File: src/rtl/pipe_hazard_ctrl_pkg.sv
// Shared types for the pipeline hazard controller: FSM encodings, register-index width,
// and the load-use hazard detect function.
package pipe_hazard_ctrl_pkg;

    localparam int REG_W  = 5;
    localparam int WAIT_W = 8;

    typedef enum logic [1:0] {
        RUN      = 2'd0,
        LU_STALL = 2'd1,
        REDIRECT = 2'd2,
        MEM_WAIT = 2'd3
    } state_t;

    // A load in EX whose destination is a source of the instruction in ID.
    // $zero is never a real dependency.
    function automatic logic loadUse(
        input logic             memRead,
        input logic [REG_W-1:0] exRt,
        input logic [REG_W-1:0] idRs,
        input logic [REG_W-1:0] idRt,
        input logic             usesRt
    );
        return memRead && (exRt != '0) &&
               ((exRt == idRs) || (usesRt && (exRt == idRt)));
    endfunction

endpackage

File: src/rtl/pipe_hazard_ctrl_sat_counter.sv
// Saturating event counter with synchronous clear; holds at all-ones.
// One-cycle update latency; clear wins over a same-cycle increment.
module sat_counter #(
    parameter int W = 16
) (
    input  logic         clk_i,
    input  logic         rst_n,
    input  logic         inc,
    input  logic         clr,
    output logic [W-1:0] cnt
);

    localparam logic [W-1:0] ONE = W'(1);

    always_ff @(posedge clk_i) begin
        if (!rst_n) begin
            cnt <= '0;
        end else if (clr) begin
            cnt <= '0;
        end else if (inc && (cnt != '1)) begin
            cnt <= cnt + ONE;
        end
    end

endmodule

File: src/rtl/pipe_hazard_ctrl.sv
// Hazard/sequencing control for the 5-stage pipe: stalls on load-use and memory busy, redirects on taken branch.
// Controls are Mealy (same cycle as the event); state, watchdog and counters update on the next edge.
module pipe_hazard_ctrl
    import pipe_hazard_ctrl_pkg::*;
#(
    parameter int CNT_W    = 16,
    parameter int MAX_WAIT = 8
) (
    input  logic             clk_i,
    input  logic             rst_n,
    input  logic [4:0]       ID_rs_i,
    input  logic [4:0]       ID_rt_i,
    input  logic             ID_uses_rt_i,
    input  logic             EX_MemRead_i,
    input  logic [4:0]       EX_rt_i,
    input  logic             MEM_Branch_i,
    input  logic             MEM_Zero_i,
    input  logic             dm_busy_i,
    input  logic             cnt_clr_i,
    output logic             PCWrite_o,
    output logic             PCSrc_o,
    output logic             IF_ID_Write_o,
    output logic             IF_ID_Flush_o,
    output logic             ID_EX_Flush_o,
    output logic             EX_MEM_Flush_o,
    output logic             Pipe_Write_o,
    output logic             MEM_WB_Flush_o,
    output logic [1:0]       state_o,
    output logic [CNT_W-1:0] stall_cnt_o,
    output logic [CNT_W-1:0] flush_cnt_o,
    output logic             err_o
);

    localparam logic [WAIT_W-1:0] MAX_WAIT_V = WAIT_W'(MAX_WAIT);

    state_t            state;
    state_t            nextState;
    logic              lu;
    logic              tk;
    logic              luWin;
    logic              tkWin;
    logic [WAIT_W-1:0] waitCnt;
    logic [WAIT_W-1:0] waitNext;
    logic              errSet;

    assign lu = loadUse(EX_MemRead_i, EX_rt_i, ID_rs_i, ID_rt_i, ID_uses_rt_i);
    assign tk = MEM_Branch_i & MEM_Zero_i;

    // Busy defers a taken branch; a taken branch kills the load-use victim anyway.
    assign tkWin = tk & ~dm_busy_i;
    assign luWin = lu & ~tk & ~dm_busy_i;

    always_ff @(posedge clk_i) begin
        if (!rst_n) begin
            state <= RUN;
        end else begin
            state <= nextState;
        end
    end

    // Event evaluation is the same from every state; MEM_WAIT holds only while busy stays high.
    always_comb begin
        nextState = RUN;
        if (dm_busy_i) begin
            nextState = MEM_WAIT;
        end else if (tk) begin
            nextState = REDIRECT;
        end else if (lu) begin
            nextState = LU_STALL;
        end
    end

    always_comb begin
        PCWrite_o      = 1'b1;
        PCSrc_o        = 1'b0;
        IF_ID_Write_o  = 1'b1;
        IF_ID_Flush_o  = 1'b0;
        ID_EX_Flush_o  = 1'b0;
        EX_MEM_Flush_o = 1'b0;
        Pipe_Write_o   = 1'b1;
        MEM_WB_Flush_o = 1'b0;
        if (!rst_n) begin
            PCWrite_o      = 1'b0;
            IF_ID_Write_o  = 1'b0;
            Pipe_Write_o   = 1'b0;
            IF_ID_Flush_o  = 1'b1;
            ID_EX_Flush_o  = 1'b1;
            EX_MEM_Flush_o = 1'b1;
            MEM_WB_Flush_o = 1'b1;
        end else if (dm_busy_i) begin
            PCWrite_o      = 1'b0;
            IF_ID_Write_o  = 1'b0;
            Pipe_Write_o   = 1'b0;
            MEM_WB_Flush_o = 1'b1;
        end else if (tk) begin
            PCSrc_o        = 1'b1;
            IF_ID_Flush_o  = 1'b1;
            ID_EX_Flush_o  = 1'b1;
            EX_MEM_Flush_o = 1'b1;
        end else if (lu) begin
            PCWrite_o      = 1'b0;
            IF_ID_Write_o  = 1'b0;
            ID_EX_Flush_o  = 1'b1;
        end
    end

    // Watchdog: counts consecutive cycles headed into MEM_WAIT.
    always_comb begin
        waitNext = '0;
        if (nextState == MEM_WAIT) begin
            waitNext = (waitCnt == '1) ? waitCnt : waitCnt + WAIT_W'(1);
        end
    end

    assign errSet = dm_busy_i && (waitNext >= MAX_WAIT_V);

    always_ff @(posedge clk_i) begin
        if (!rst_n) begin
            waitCnt <= '0;
            err_o   <= 1'b0;
        end else begin
            waitCnt <= waitNext;
            if (errSet) begin
                err_o <= 1'b1;
            end
        end
    end

    sat_counter #(.W(CNT_W)) u_stallCnt (
        .clk_i (clk_i),
        .rst_n (rst_n),
        .inc   (luWin | dm_busy_i),
        .clr   (cnt_clr_i),
        .cnt   (stall_cnt_o)
    );

    sat_counter #(.W(CNT_W)) u_flushCnt (
        .clk_i (clk_i),
        .rst_n (rst_n),
        .inc   (tkWin),
        .clr   (cnt_clr_i),
        .cnt   (flush_cnt_o)
    );

    assign state_o = state;

endmodule

File: config.mk
export PLATFORM = sky130hd
export DESIGN_NAME = pipe_hazard_ctrl
export DESIGN_NICKNAME = d
export VERILOG_FILES = /design/src/rtl/pipe_hazard_ctrl_pkg.sv /design/src/rtl/pipe_hazard_ctrl_sat_counter.sv /design/src/rtl/pipe_hazard_ctrl.sv
export SDC_FILE = /design/constraint.sdc
export NUM_CORES = 1
export LEC_CHECK = 0
export BUFFER_PORTS_ARGS = -buffer_cell sky130_fd_sc_hd__buf_2
export CORE_UTILIZATION = 54
export CTS_BUF_LIST = sky130_fd_sc_hd__clkbuf_4 sky130_fd_sc_hd__clkbuf_8
export DETAILED_ROUTE_END_ITERATION = 7
export PLACE_DENSITY = 0.83
export SLEW_MARGIN = 20
export SYNTH_ARGS = -nofsm -noshare
export SYNTH_HDL_FRONTEND = slang
export SYNTH_SLANG_ARGS = --single-unit
File: constraint.sdc
create_clock -name clk_i -period 2.5 [get_ports clk_i]
set_input_delay 0 -clock clk_i [delete_from_list [all_inputs] [get_ports clk_i]]
set_output_delay 0 -clock clk_i [all_outputs]
set_load 0.03 [all_outputs]
==> key figures <==
STA
  • Fin crit share: 0.844
  • Worst Tran Pin Value: 604 ps
  • Max Slew Vio Count: 0
  • Unrepaired setup endpoints after global routing: no
  • Setup violators final: 0
  • Fin Setup TNS: 0 ps
  • Slew HR: 0.598
  • Fmax: 0.474 GHz
  • Fin. Hold Viols: 0
  • Worst setup skew after layout: 5.25 ps
  • Min cycle time layout: between 2000 and 2500 ps

Outcome
  • Status: completed

Yosys
  • Synth cell types: 45
  • Area leader, netlist: dfxtp_1
  • FF+latch count, synth: 43
  • Synthesized area: 0.00229 mm^2
  • Syn_nets: 300
  • Syn. warnings: 0
  • Syn Area/Cell: 8.37 um^2
  • Area fraction of the dominant cell type after synthesis: 0.376
  • Post-synth EDFFs: 0
  • Primary FF master, synth: dfxtp_1
  • Area contributors post-synth: dfxtp_1 38%, nor2_1 6.2%, xor2_1 5.3%
  • Post-Synthesis Cells: 274
  • Sequential fraction of the synthesis area: 0.376
  • Async SR Flop Fraction: 0

Pwr
  • NetSw: approximately 0.00032 W
  • Switching Fraction: 0.244
  • Peak VDD IR: between 200 and 250 uV
  • Pwr dens: 481 mW/mm^2
  • Internal power: between 0.001 and 0.0015 W
  • Comb pwr share: 0.103
  • Reg power frac: 0.523
  • Clock power share: 0.374
  • Leakage power: 1.14 nW

Critical path
  • Buf+Inv Stages, Crit Path: 0
  • Crit end category: register
  • CP startpoint kind: register
  • Most numerous cell on the critical path: nand3_1
  • Crit Path Class: register to register
  • Worst path required time: ~2800 ps
  • CP max stage cell: dfxtp_1
  • Critical Path AT: 2360 ps
  • Worst-path maximum fanout: 7
  • Crit-path cells: ha_1 -> nand3_1 -> nor3_2 -> nand3_1 -> or2_2 -> a31oi_1 -> a41o_1
  • Crit-path max cell delay: between 400 and 500 ps
  • Crit path max-delay family: simple AND/OR/NAND/NOR gates

Cells and area
  • Area Growth Syn to Fin: 20.4%
  • Layout cells sized above 1: 0.275
  • Most frequent cells in the layout: 65 x buf_2, 43 x dfxtp_1, 38 x nor2_1
  • Fin nets: 367
  • N_diodes: 0
  • Post-Layout Cell Count: between 300 and 400
  • Most common cell after layout, fill and taps aside: buf_2

Clocking
  • CTS tree: done
  • H-tree levels: 2
  • Worst-Skew Late Latency: 300 ps
  • Worst-path clk slew: around 80 ps
  • Root Buffer: clkbuf_8
  • Clk buf depth: 2
  • CTS Buf Count: 5
  • Sinks on Clock Net: 43
  • Postcts setup bufs: 0

Route
  • Final ANT Viol Nets: 0
  • WL/cell: 13.5 um
  • Initial DRC count: between 200 and 250
  • WL final: 5300 um
  • Met2 wire len: 2680 um
  • DR top layer: met4
  • Detail Route met3 WL: 247 um
  • Detailed-router iteration count before antenna repair: 4
  • Drt drc: 0
  • M1 wire length: roughly 2300 um
  • Vias: 2266
  • Vias per Instance: ~5.8

Floorplan
  • Area of the core: 0.00403 mm^2
  • Row count: 23
  • # IOs: 66
  • Chip height: 67.2 um
  • Chip width: 67.2 um
  • Total Die Area: 0.00451 mm^2
  • Starting density of the core: 0.569

Global route
  • GRT Residual Overflow: 0
  • Pin count of the biggest net entering global routing: 25
  • Initial antenna violation count: 0
  • Vias in the first global route: 1994
  • First-pass GRT wire length: roughly 8500 um
  • GRT Total Usage: 0.248

Place
  • Placed cells: 382
  • I/O Buffers: 65
  • Dpl hpwl: 3820 um
  • GPL Wtd Cong: 0.814

Worst hold path
  • Min-Delay Path Class: input port to register

Run
  • Maxcap violations: 0
## metal layers
layer  vias to the layer above  GRT usage
li1                       1117          -
met1                      1072      0.287
met2                        69      0.431
met3                         8     0.0574
met4                         0      0.114
met5                         -          0
## worst reg2reg max path, cell delays in order (launching register included)
cell and delay [ps]:
dfxtp_1 410, ha_1 230, nand3_1 180, nor3_2 350, nand3_1 210, or2_2 390
a31oi_1 200, a41o_1 100
## registers in the layout (all words and copies together) (netlist names)
register        cells
err_o               1
state_o             2
u_flushCnt.cnt     16
u_stallCnt.cnt     16
waitCnt             8
## logic make-up after synthesis
group | after synthesis | share of synthesized area
AO/OA/AOI/OAI | 45 | 0.147
XOR/XNOR | 27 | 0.103
adder cells (fa/ha/maj) | 3 | 0.0164
buffers and inverters | 17 | 0.0437
flip-flops | 43 | 0.376
multiplexers | 4 | 0.0175
AND/OR/NAND/NOR | 135 | 0.297
## power groups by stage
| stage | logic, W | clock network, W | registers [W] |
|---|---|---|---|
| 4_1_cts | 0.000137 | 0.000504 | 0.000693 |
| 5_1_grt | 0.000148 | 0.000532 | 0.000694 |
| 3_5_place_dp | 0.000134 | 0 | 0.000710 |
| 2_1_floorplan | 0.0000884 | 0 | 0.000716 |
| 3_3_place_gp | 0.000131 | 0 | 0.000709 |
| 6_report | 0.000136 | 0.000496 | 0.000694 |
## path summary, 6_finish.rpt
kind / startpoint / endpoint / slack [ps] / depth (start not counted)
max: u_stallCnt.cnt[0]$_SDFFE_PP0P_ / u_stallCnt.cnt[5]$_SDFFE_PP0P_ / 390 / 7
min: rst_n / err_o$_SDFFE_PN0P_ / 20 / 3
max reg2reg: u_stallCnt.cnt[0]$_SDFFE_PP0P_ / u_stallCnt.cnt[5]$_SDFFE_PP0P_ / 390 / 7
min reg2reg: u_stallCnt.cnt[15]$_SDFFE_PP0P_ / u_stallCnt.cnt[15]$_SDFFE_PP0P_ / 490 / 2
## layout make-up
class	instances	area, um^2
Tap cell	50	62.6
Fill cell	349	1270
Sequential cell	43	861
Timing Repair Buffer	72	383
Inverter	5	18.8
Clock buffer	8	104
Multi-Input combinational cell	214	1330
## stage by stage
stage	cell area [um^2]	power, W	util	hold slack (ps)	worst slack [ps]
3_5_place_dp	2640	0.000844	0.654	281	446
3_3_place_gp	2640	0.000840	0.654	288	543
4_1_cts	2760	0.00133	0.685	19.6	418
2_1_floorplan	2290	0.000805	-	141	301
5_1_grt	2760	0.00137	0.685	39.5	182
6_report	2760	0.00133	0.685	17.4	391
## cell usage after synthesis, types with 6 or more instances
| master | n |
|---|---|
| xor2_1 | 14 |
| nand4_1 | 12 |
| o31ai_1 | 7 |
| clkbuf_1 | 6 |
| dfxtp_1 | 43 |
| nand2_1 | 29 |
| nand3_1 | 19 |
| a31oi_1 | 6 |
| nor2_1 | 38 |
| a21oi_1 | 10 |
| or4_1 | 8 |
| xnor2_1 | 13 |
| and3_1 | 7 |
## what timing repair did
| action | CTS | global route |
|---|---|---|
| hold buffers | 2 | 0 |
| resized for setup | 0 | 0 |
| endpoints found under the hold margin | 1 | 0 |
Power figures use the tool's default switching activity.
